==> src/rtl/hazard_ctrl_if.sv <==
// Hazard controller bus: pipeline status in, stage enables and stall count out.
interface hazard_ctrl_if #(
    parameter int unsigned CNT_W = 16
);
    logic             start_i;
    logic             idex_memread_i;
    logic [4:0]       idex_rd_i;
    logic [4:0]       ifid_rs1_i;
    logic [4:0]       ifid_rs2_i;
    logic             branch_taken_i;
    logic             idex_mul_i;
    logic             pc_write_o;
    logic             ifid_write_o;
    logic             ifid_flush_o;
    logic             idex_bubble_o;
    logic             ex_hold_o;
    logic             busy_o;
    logic [CNT_W-1:0] stall_cycles_o;

    // CPU side: reports pipeline contents, consumes enables
    modport master (
        output start_i, idex_memread_i, idex_rd_i, ifid_rs1_i, ifid_rs2_i,
               branch_taken_i, idex_mul_i,
        input  pc_write_o, ifid_write_o, ifid_flush_o, idex_bubble_o,
               ex_hold_o, busy_o, stall_cycles_o
    );

    // Controller side
    modport slave (
        input  start_i, idex_memread_i, idex_rd_i, ifid_rs1_i, ifid_rs2_i,
               branch_taken_i, idex_mul_i,
        output pc_write_o, ifid_write_o, ifid_flush_o, idex_bubble_o,
               ex_hold_o, busy_o, stall_cycles_o
    );
endinterface

==> src/rtl/hazard_ctrl.sv <==
// Pipeline sequencing controller: run gating, load-use stall, branch flush,
// multi-cycle MUL hold and a saturating stall-cycle counter.
// Optional feature macro: HAZARD_CTRL_MUL_STALL_EN (MUL hold / MUL_WAIT state).
// Control outputs are Mealy: decoded from the registered state and live inputs.
module hazard_ctrl #(
    parameter int unsigned MUL_LATENCY = 4,
    parameter int unsigned CNT_W       = 16
) (
    input  logic          clk_i,
    input  logic          rst_i,
    hazard_ctrl_if.slave  bus
);

    localparam logic [1:0] ST_IDLE = 2'd0;
    localparam logic [1:0] ST_RUN  = 2'd1;
`ifdef HAZARD_CTRL_MUL_STALL_EN
    localparam logic [1:0]  ST_MUL_WAIT = 2'd2;
    localparam int unsigned MUL_CW      = 5;
    localparam int unsigned MUL_LOAD    = (MUL_LATENCY > 1) ? (MUL_LATENCY - 2) : 0;
    localparam bit          MUL_MULTI   = (MUL_LATENCY > 1);
`endif

    logic [1:0]       state;
    logic [1:0]       state_nxt;
    logic [CNT_W-1:0] stall_cnt;
    logic             pc_write;
    logic             ifid_write;
    logic             ifid_flush;
    logic             idex_bubble;
    logic             ex_hold;
    logic             load_use;
    logic             stall_inc;

`ifdef HAZARD_CTRL_MUL_STALL_EN
    logic [MUL_CW-1:0] mul_cnt;
    logic [MUL_CW-1:0] mul_cnt_nxt;
    logic              mul_done;
    logic              mul_done_nxt;
    logic              mul_detect;

    // New MUL in EX that has not just finished its hold
    assign mul_detect = bus.idex_mul_i && MUL_MULTI && !mul_done;
`else
    // MUL is single-cycle in this build; inputs kept only to avoid dangling nets
    logic unused_mul;
    assign unused_mul = ^{bus.idex_mul_i, 32'(MUL_LATENCY)};
`endif

    // Load in EX writes a register the instruction in ID reads
    assign load_use = bus.idex_memread_i && (bus.idex_rd_i != 5'd0) &&
                      ((bus.idex_rd_i == bus.ifid_rs1_i) || (bus.idex_rd_i == bus.ifid_rs2_i));

    // Next-state and Mealy control decode; priority start low > MUL > load-use > branch
    always_comb begin
        state_nxt    = state;
        pc_write     = 1'b0;
        ifid_write   = 1'b0;
        ifid_flush   = 1'b0;
        idex_bubble  = 1'b0;
        ex_hold      = 1'b0;
`ifdef HAZARD_CTRL_MUL_STALL_EN
        mul_cnt_nxt  = mul_cnt;
        mul_done_nxt = 1'b0;
`endif
        case (state)
            ST_IDLE: begin
                if (bus.start_i) begin
                    state_nxt = ST_RUN;
                end
            end
            ST_RUN: begin
                if (!bus.start_i) begin
                    state_nxt = ST_IDLE;
`ifdef HAZARD_CTRL_MUL_STALL_EN
                    mul_cnt_nxt = '0;
`endif
                end
`ifdef HAZARD_CTRL_MUL_STALL_EN
                else if (mul_detect) begin
                    ex_hold     = 1'b1;
                    mul_cnt_nxt = MUL_CW'(MUL_LOAD);
                    if (MUL_LOAD == 0) begin
                        mul_done_nxt = 1'b1;
                    end else begin
                        state_nxt = ST_MUL_WAIT;
                    end
                end
`endif
                else if (load_use) begin
                    idex_bubble = 1'b1;
                end else begin
                    pc_write   = 1'b1;
                    ifid_write = 1'b1;
                    ifid_flush = bus.branch_taken_i;
                end
            end
`ifdef HAZARD_CTRL_MUL_STALL_EN
            ST_MUL_WAIT: begin
                if (!bus.start_i) begin
                    state_nxt   = ST_IDLE;
                    mul_cnt_nxt = '0;
                end else begin
                    ex_hold     = 1'b1;
                    mul_cnt_nxt = mul_cnt - MUL_CW'(1);
                    if (mul_cnt == MUL_CW'(1)) begin
                        state_nxt    = ST_RUN;
                        mul_done_nxt = 1'b1;
                    end
                end
            end
`endif
            default: begin
                state_nxt = ST_IDLE;
            end
        endcase
    end

    // State register and MUL countdown
    always_ff @(posedge clk_i) begin
        if (rst_i) begin
            state    <= ST_IDLE;
`ifdef HAZARD_CTRL_MUL_STALL_EN
            mul_cnt  <= '0;
            mul_done <= 1'b0;
`endif
        end else begin
            state    <= state_nxt;
`ifdef HAZARD_CTRL_MUL_STALL_EN
            mul_cnt  <= mul_cnt_nxt;
            mul_done <= mul_done_nxt;
`endif
        end
    end

    assign stall_inc = (state != ST_IDLE) && !pc_write;

    // Saturating count of cycles where the PC was held while active
    always_ff @(posedge clk_i) begin
        if (rst_i) begin
            stall_cnt <= '0;
        end else if (stall_inc && (stall_cnt != {CNT_W{1'b1}})) begin
            stall_cnt <= stall_cnt + CNT_W'(1);
        end
    end

    assign bus.pc_write_o     = pc_write;
    assign bus.ifid_write_o   = ifid_write;
    assign bus.ifid_flush_o   = ifid_flush;
    assign bus.idex_bubble_o  = idex_bubble;
    assign bus.ex_hold_o      = ex_hold;
    assign bus.busy_o         = (state != ST_IDLE);
    assign bus.stall_cycles_o = stall_cnt;

endmodule

==> src/flat_wrapper.sv <==
// flat-port wrapper written by rule: the top's interface ports become plain ports
module hazard_ctrl_flat 
#(
    parameter int unsigned MUL_LATENCY = 4,
    parameter int unsigned CNT_W       = 16
)
  (clk_i, rst_i, bus_start_i, bus_idex_memread_i, bus_idex_rd_i, bus_ifid_rs1_i, bus_ifid_rs2_i, bus_branch_taken_i, bus_idex_mul_i, bus_pc_write_o, bus_ifid_write_o, bus_ifid_flush_o, bus_idex_bubble_o, bus_ex_hold_o, bus_busy_o, bus_stall_cycles_o);
  hazard_ctrl_if #(.CNT_W(CNT_W)) bus_i ();
  input  logic clk_i;
  input  logic rst_i;
  input wire logic [$bits(bus_i.start_i)-1:0] bus_start_i;
  input wire logic [$bits(bus_i.idex_memread_i)-1:0] bus_idex_memread_i;
  input wire logic [$bits(bus_i.idex_rd_i)-1:0] bus_idex_rd_i;
  input wire logic [$bits(bus_i.ifid_rs1_i)-1:0] bus_ifid_rs1_i;
  input wire logic [$bits(bus_i.ifid_rs2_i)-1:0] bus_ifid_rs2_i;
  input wire logic [$bits(bus_i.branch_taken_i)-1:0] bus_branch_taken_i;
  input wire logic [$bits(bus_i.idex_mul_i)-1:0] bus_idex_mul_i;
  output wire logic [$bits(bus_i.pc_write_o)-1:0] bus_pc_write_o;
  output wire logic [$bits(bus_i.ifid_write_o)-1:0] bus_ifid_write_o;
  output wire logic [$bits(bus_i.ifid_flush_o)-1:0] bus_ifid_flush_o;
  output wire logic [$bits(bus_i.idex_bubble_o)-1:0] bus_idex_bubble_o;
  output wire logic [$bits(bus_i.ex_hold_o)-1:0] bus_ex_hold_o;
  output wire logic [$bits(bus_i.busy_o)-1:0] bus_busy_o;
  output wire logic [$bits(bus_i.stall_cycles_o)-1:0] bus_stall_cycles_o;
  assign bus_i.start_i = bus_start_i;
  assign bus_i.idex_memread_i = bus_idex_memread_i;
  assign bus_i.idex_rd_i = bus_idex_rd_i;
  assign bus_i.ifid_rs1_i = bus_ifid_rs1_i;
  assign bus_i.ifid_rs2_i = bus_ifid_rs2_i;
  assign bus_i.branch_taken_i = bus_branch_taken_i;
  assign bus_i.idex_mul_i = bus_idex_mul_i;
  assign bus_pc_write_o = bus_i.pc_write_o;
  assign bus_ifid_write_o = bus_i.ifid_write_o;
  assign bus_ifid_flush_o = bus_i.ifid_flush_o;
  assign bus_idex_bubble_o = bus_i.idex_bubble_o;
  assign bus_ex_hold_o = bus_i.ex_hold_o;
  assign bus_busy_o = bus_i.busy_o;
  assign bus_stall_cycles_o = bus_i.stall_cycles_o;
  hazard_ctrl #(.MUL_LATENCY(MUL_LATENCY), .CNT_W(CNT_W)) u_core (.clk_i(clk_i), .rst_i(rst_i), .bus(bus_i));
endmodule
==> config.mk <==
export PLATFORM = sky130hd
export DESIGN_NAME = hazard_ctrl_flat
export DESIGN_NICKNAME = d
export VERILOG_FILES = /design/src/rtl/hazard_ctrl_if.sv /design/src/rtl/hazard_ctrl.sv /design/src/flat_wrapper.sv
export SDC_FILE = /design/constraint.sdc
export NUM_CORES = 1
export LEC_CHECK = 0
export CAP_MARGIN = 20
export CORE_ASPECT_RATIO = 1.2
export CORE_MARGIN = 4
export CORE_UTILIZATION = 61
export DETAILED_ROUTE_END_ITERATION = 16
export DONT_BUFFER_PORTS = 1
export PLACE_DENSITY = 0.78
export SYNTH_ARGS = -nofsm -noshare
export SYNTH_HDL_FRONTEND = slang
export SYNTH_SLANG_ARGS = --single-unit
==> constraint.sdc <==
create_clock -name clk_i -period 1.99 [get_ports clk_i]
set_input_delay 0.2985 -clock clk_i [delete_from_list [all_inputs] [get_ports clk_i]]
set_output_delay 0.2985 -clock clk_i [all_outputs]
set_load 0.005 [all_outputs]
Word-level counts from Yosys, hierarchy flattened
Cells that the tools add are included.

Latch bits: 0. Bits in registers: 18. ROM bits: 0. Memories: 0. Bits in writable memories: 0.

Reduce and logical (&&, ||, !) cells: 10. Multiply operators: 0. Muxes and demuxes: 12. Shift operators: 0. Bitwise logic cells: 0. Div/mod/pow operators: 0. Magnitude comparators: 0. Eq/ne operators: 6. Add/subtract/negate cells: 1.

Operator list (count): adder 16 x 1 -> 16 bit (second input constant) (1); inequality test 16 bit (second input constant) (1); == test 5 bit (2); 2-to-1 mux 1 bit (9); nonzero test 5 bit (1); logical AND 1 bit (4); 2-to-1 mux 2 bit (2); inequality test 2 bit (second input constant) (2); one-hot mux 2 bit (2 select lines) (1); == test 2 x 1 -> 1 bit (second input constant) (1); zero test 2 bit (1); AND reduction 2 bit (1); nonzero test 2 bit (1); zero test 1 bit (1); logical OR 1 bit (1).

Logic depth before layout (Yosys ltp)
Word-level depth: 9. Mapped depth: 8.

Worst setup path before layout
OpenSTA, ideal clock, no wires.

Path type: in2reg. Start: input bus_idex_rd_i[0]. End: register u_core.stall_cnt[6], in the netlist u_core.bus.stall_cycles_o[6]. Arrival time: 1651 ps. Setup slack: 211 ps. Setup time: 128 ps. Stages: 6. Cells stage by stage: or4_1 -> o21a_2 -> and4b_1 -> a21oi_4 -> xor2_1 -> nor2_1.

Longest elaborated chain between the ends: 9. Elaborated cells on any way between the ends: 12. Classes of those cells: eq/ne: 2; mux: 3; reduce/logical: 7.

RTL lines: start, declared (RTL line flat_wrapper.sv:13) `input wire logic [$bits(bus_i.idex_rd_i)-1:0] bus_idex_rd_i;`; == test 5 bit or nonzero test 5 bit (tied branches) (RTL line hazard_ctrl.sv:51, hazard_ctrl.sv:50); logical OR 1 bit or logical AND 1 bit (tied branches) (RTL line hazard_ctrl.sv:51, hazard_ctrl.sv:50); logical AND 1 bit * (RTL line hazard_ctrl.sv:50) `assign load_use = bus.idex_memread_i && (bus.idex_rd_i != 5'd0) &&`; 2-to-1 mux 1 bit * (RTL line hazard_ctrl.sv:89) `else if (load_use) begin`; 2-to-1 mux 1 bit * (RTL line hazard_ctrl.sv:72) `if (!bus.start_i) begin`; 2-to-1 mux 1 bit * (RTL line hazard_ctrl.sv:65) `case (state)`; zero test 1 bit * (RTL line hazard_ctrl.sv:135) `assign stall_inc = (state != ST_IDLE) && !pc_write;`; logical AND 1 bit * (RTL line hazard_ctrl.sv:135); logical AND 1 bit * (RTL line hazard_ctrl.sv:141) `end else if (stall_inc && (stall_cnt != {CNT_W{1'b1}})) begin`; end signal, assigned (RTL line hazard_ctrl.sv:142) `stall_cnt <= stall_cnt + CNT_W'(1);`; end, declared (RTL line hazard_ctrl.sv:25) `logic [CNT_W-1:0] stall_cnt;`.

Every way passes the cells marked *; elsewhere a longest branch is shown, timed or not. A chain may end at the register's enable or synchronous reset.

Worst setup path after layout
Start: register u_core.stall_cnt[2], in the netlist u_core.bus.stall_cycles_o[2]. End: register u_core.stall_cnt[10], in the netlist u_core.bus.stall_cycles_o[10].

Longest elaborated chain between the ends: 2. Elaborated cells on any way between the ends: 3. Classes of those cells: add/sub: 1; eq/ne: 1; reduce/logical: 1.

RTL lines: branches (longest 2 deep; another with adder 16 x 1 -> 16 bit).

Several ways; the timed one is not identified.

==> results.md <==
- The area growth from synthesis to final layout is 8.12%.
- The hold buffer count at CTS is 0.
- The areal power density over the cells is 516 mW/mm^2.
- The critical path's most frequent cell is sky130_fd_sc_hd__and3_1.
- The number of CTS-inserted buffers is 3.
- For the worst setup path, the data arrival time is 2070 ps.
- Summing every instance area after synthesis gives 0.00108 mm^2.
- The final max-slew violation count was 0.
- 0 antenna diodes ended up in the layout.
- The fill cell instance count of the final layout is approximately 140.
- The routed design uses 1.16 mm of met2 wire.
- The cell with the biggest individual delay on the critical path is sky130_fd_sc_hd__dfxtp_1.
- In this run the biggest area consumer among cell types represents a little under a third of the synthesized area.
- The total congestion overflow is 0.
- The peak ir drop on the vdd network is 434 uV.
- The half-perimeter wire length after detailed placement is roughly 1.8 mm.
- The pin count of the biggest net entering global routing is 25.
- The routed length on met1 is 922 um.
- Setup repair after global routing left no endpoint under its margin.
- The die is 54.1 um tall.
- Clock latency on the worst-skew pair, taken at its later pin, is 290 ps.
- The static power due to leakage is 0.363 nW.
- The top cell family by delay on the critical path is simple AND/OR/NAND/NOR gates.
- The first-pass GRT wire length is 3.82 mm.
- The total wire length is ~2.3 mm.
- The hold-critical path depth is 1.
- Of the cells placed in the final design, the portion with a size suffix greater than 1 is 16.5%.
- In the synthesized netlist, mux cells make up 0% of the area.
- Synthesis produced 127 cells.
- Along the worst path, the maximum fanout reaches 7.
- Leaving out fill and tap cells, the most frequent cell in the layout is sky130_fd_sc_hd__dfxtp_1.
- The stage delay of the slowest cell on the critical path is 430 ps.
- Max-cap violations in this run came to 0.
- In this run the horizontal extent of the chip is 46.4 um.
- Traced cell by cell, the critical path runs through and3_1 > and3_1 > and4b_1 > a21oi_4 > or3_1 > a21oi_1.
- The clock skew is 3.43 ps.
- The tree is rooted in a sky130_fd_sc_hd__clkbuf_4.
- Sequential elements use 31.6% of the synthesized area.
- After detailed routing, the number of remaining DRC violations is 0.
- The residual antenna-violating net count after detailed routing is 0.
- The startpoint of the lowest-slack register-to-register path is u_core.bus.stall_cycles_o[2].
- The number of instances in the placed design is 147.
- Signal routing reaches up to met4.
- The required time of the critical path is 2210 ps.
- For this configuration, the core starts out at a cell density of roughly two thirds.
- The distinct cell type count of the synthesized netlist is 32.
- The critical path contains buffers and inverters numbering 0 combined.
- The first detailed-routing pass took 5 iterations.
- The count of synthesis-stage warnings from yosys is 0.
- The maximum level of the CTS H-tree is 1.
- The number of antenna violations at the first check in global routing is 0.
- After synthesis the netlist holds a flip-flop and latch count of 17.
- The number of nets produced by synthesis is 149.
- The run finished with clean final reports.
- By area, the combinational part of the netlist is dominated by simple AND/OR/NAND/NOR gates.
- The congestion estimate from routability-driven global placement came to 0.735.
- In the final routed layout, each cell accounts on average for roughly 16 um.
- The worst path in the final design needs a cycle of 1850 ps, including I/O delays and setup.
- The count of final hold-check violations came to 0.
- The clock sink total is 17.
- The average cell area after synthesis is 8.49 um^2.
- The category of the most critical setup path is reg -> reg.
- The adder-cell share of the synthesized area is under 10%.
- The worst flop-to-flop path endpoint is u_core.bus.stall_cycles_o[10].
- STA classifies the critical path startpoint as a flop.
- In the final timing run, aggregate negative setup slack is 0 ps.
- STA classifies the critical path endpoint as a flop.
- The final worst-path cycle share is around 93%.
- The number of design-rule violations left by the first detailed-router iteration is 16.
- The path with the worst hold slack has its endpoint at u_core.bus.stall_cycles_o[5].
- The total via count after detailed routing is about 1,000.
- Across every metal layer, demand over resource in global routing totals 20.5%.
- Wire segments on met3 add up to between 200 and 250 um in the final route.
- Across all hold checks on the routed design, the worst slack comes to 61.0 ps.
- After detailed routing, the number of vias per cell comes to between 6 and 7.
- The worst hold path begins at rst_i.
- Based on the critical path, the design can be clocked at up to roughly 540 MHz.
- The area of the core is 0.00166 mm^2.
- TritonCTS built the clock tree.
- After the flow finishes, the layout carries non-filler instances totaling 151.
- The die footprint is around 0.0025 mm^2.
- Setup violations remaining at the end of the flow were counted as 0.
- Of the total synthesized cell area, the portion taken by XOR and XNOR cells is 8.93%.
- The share of synthesized cell area in and, or, nand and nor gates is a little over a quarter.
- The number of global-route vias before repair is 907.
- The min-delay analysis places its worst path in the category in -> reg.
- The reg2reg setup slack is ~140 ps.
- The biggest area consumer among synthesized cells is sky130_fd_sc_hd__dfxtp_1.
- After the last flow step, the layout net total stands at 156.
- The clock-pin slew of the registers on the worst-case setup and hold paths is 100 ps.
- Row generation in the floorplan step produced 16 rows.
- The number of top-level design ports is 43.
- Counting cells, the worst reg-to-reg path comes to 6.
- The top cell types in the final layout, fill and taps aside, are sky130_fd_sc_hd__dfxtp_1, sky130_fd_sc_hd__a21oi_1, sky130_fd_sc_hd__or4_1.
- In this run the post-CTS setup repair buffer count came out at 0.
- Input and output buffers added on the ports amount to 0.
- Yosys attributes the largest share of cell area to sky130_fd_sc_hd__dfxtp_1, sky130_fd_sc_hd__xnor2_1, sky130_fd_sc_hd__or4_1, sky130_fd_sc_hd__o31ai_1, sky130_fd_sc_hd__a21oi_1.
- The synthesized-area fraction occupied by ao, oa, aoi and oai cells is 24.1%.
- The number of buffers on the longest clock path is 2.
-- cell usage after synthesis, drive strengths merged --
cell    count
or3b        1
o31ai      10
and4b       1
a21boi      1
o21a        1
nand3       9
buf         5
clkbuf      3
nand2       9
nor2b       1
a21oi      18
nor4b       1
o21ai       5
or3         4
xor2        1
dfxtp      17
and3        3
nor2        3
inv         4
o22ai       1
xnor2      10
or4        11
conb        1
and2        1
nand4       4
ha          1
nor3        1
-- where the power goes --
| part | internal, mW | switching [mW] | leakage, nW |
|---|---|---|---|
| clock | 0.0780 | 0.107 | 0.0150 |
| sequential | 0.342 | 0.00272 | 0.137 |
| combinational | 0.0341 | 0.0370 | 0.210 |
| total | 0.455 | 0.147 | 0.363 |
-- layer usage --
| layer | track usage [%] | vias up |
|---|---|---|
| met2 | 35.3 | 46 |
| met1 | 23.5 | 461 |
| li1 | - | 486 |
| met4 | 8.53 | 0 |
| met5 | 0 | - |
| met3 | 5.02 | 7 |
-- layout make-up --
class	count	area (um^2)	area share, %
clock buffer	4	26.3	2.25
tap	18	22.5	1.93
inverter	4	15.0	1.29
multi-input combinational	98	674	57.8
sequential	17	340	29.2
timing repair buffer	10	87.6	7.51
-- what timing repair did --
item	CTS	global route
resized for setup	0	1
setup endpoints to repair	0	2
endpoints found under the hold margin	0	0
-- registers in the layout, indices dropped and copies added, names as in the netlist --
register,flops
u_core.bus.stall_cycles_o,16
u_core.state,1
-- how the worst max path moves through the flow --
stage / to / startpoint / slack [ps] / cells after the start
global route: u_core.bus.stall_cycles_o[10] / u_core.bus.stall_cycles_o[2] / 6 / 6
global placement: u_core.bus.stall_cycles_o[6] / bus_idex_rd_i[0] / 150 / 6
finish: u_core.bus.stall_cycles_o[10] / u_core.bus.stall_cycles_o[2] / 140 / 6
detailed placement: u_core.bus.stall_cycles_o[6] / bus_idex_rd_i[0] / 90 / 6
floorplan: u_core.bus.stall_cycles_o[6] / bus_idex_rd_i[0] / 210 / 6
CTS: u_core.bus.stall_cycles_o[10] / u_core.bus.stall_cycles_o[2] / 90 / 6
-- kinds of logic (layout without fill, tap and decap cells) --
kind of cell | Yosys count | in the layout
and+or+nand+nor | 49 | 49
adders and majority gates | 1 | 1
other | 1 | 1
buffers and inverters | 12 | 18
AOI/OAI and AO/OA | 36 | 36
xor gates and xnor gates | 11 | 11
DFF | 17 | 17
-- through the flow --
step | power [mW] | utilization [%] | area [um^2] | worst slack [ps]
floorplan | 0.421 | - | 1080 | 211
global placement | 0.421 | 68.1 | 1130 | 147
detailed placement | 0.424 | 68.1 | 1130 | 94.1
CTS | 0.607 | 69.7 | 1160 | 90.9
global route | 0.632 | 70.2 | 1170 | 5.81
finish | 0.602 | 70.2 | 1170 | 142
No activity file was read; power rests on OpenSTA's default activity.
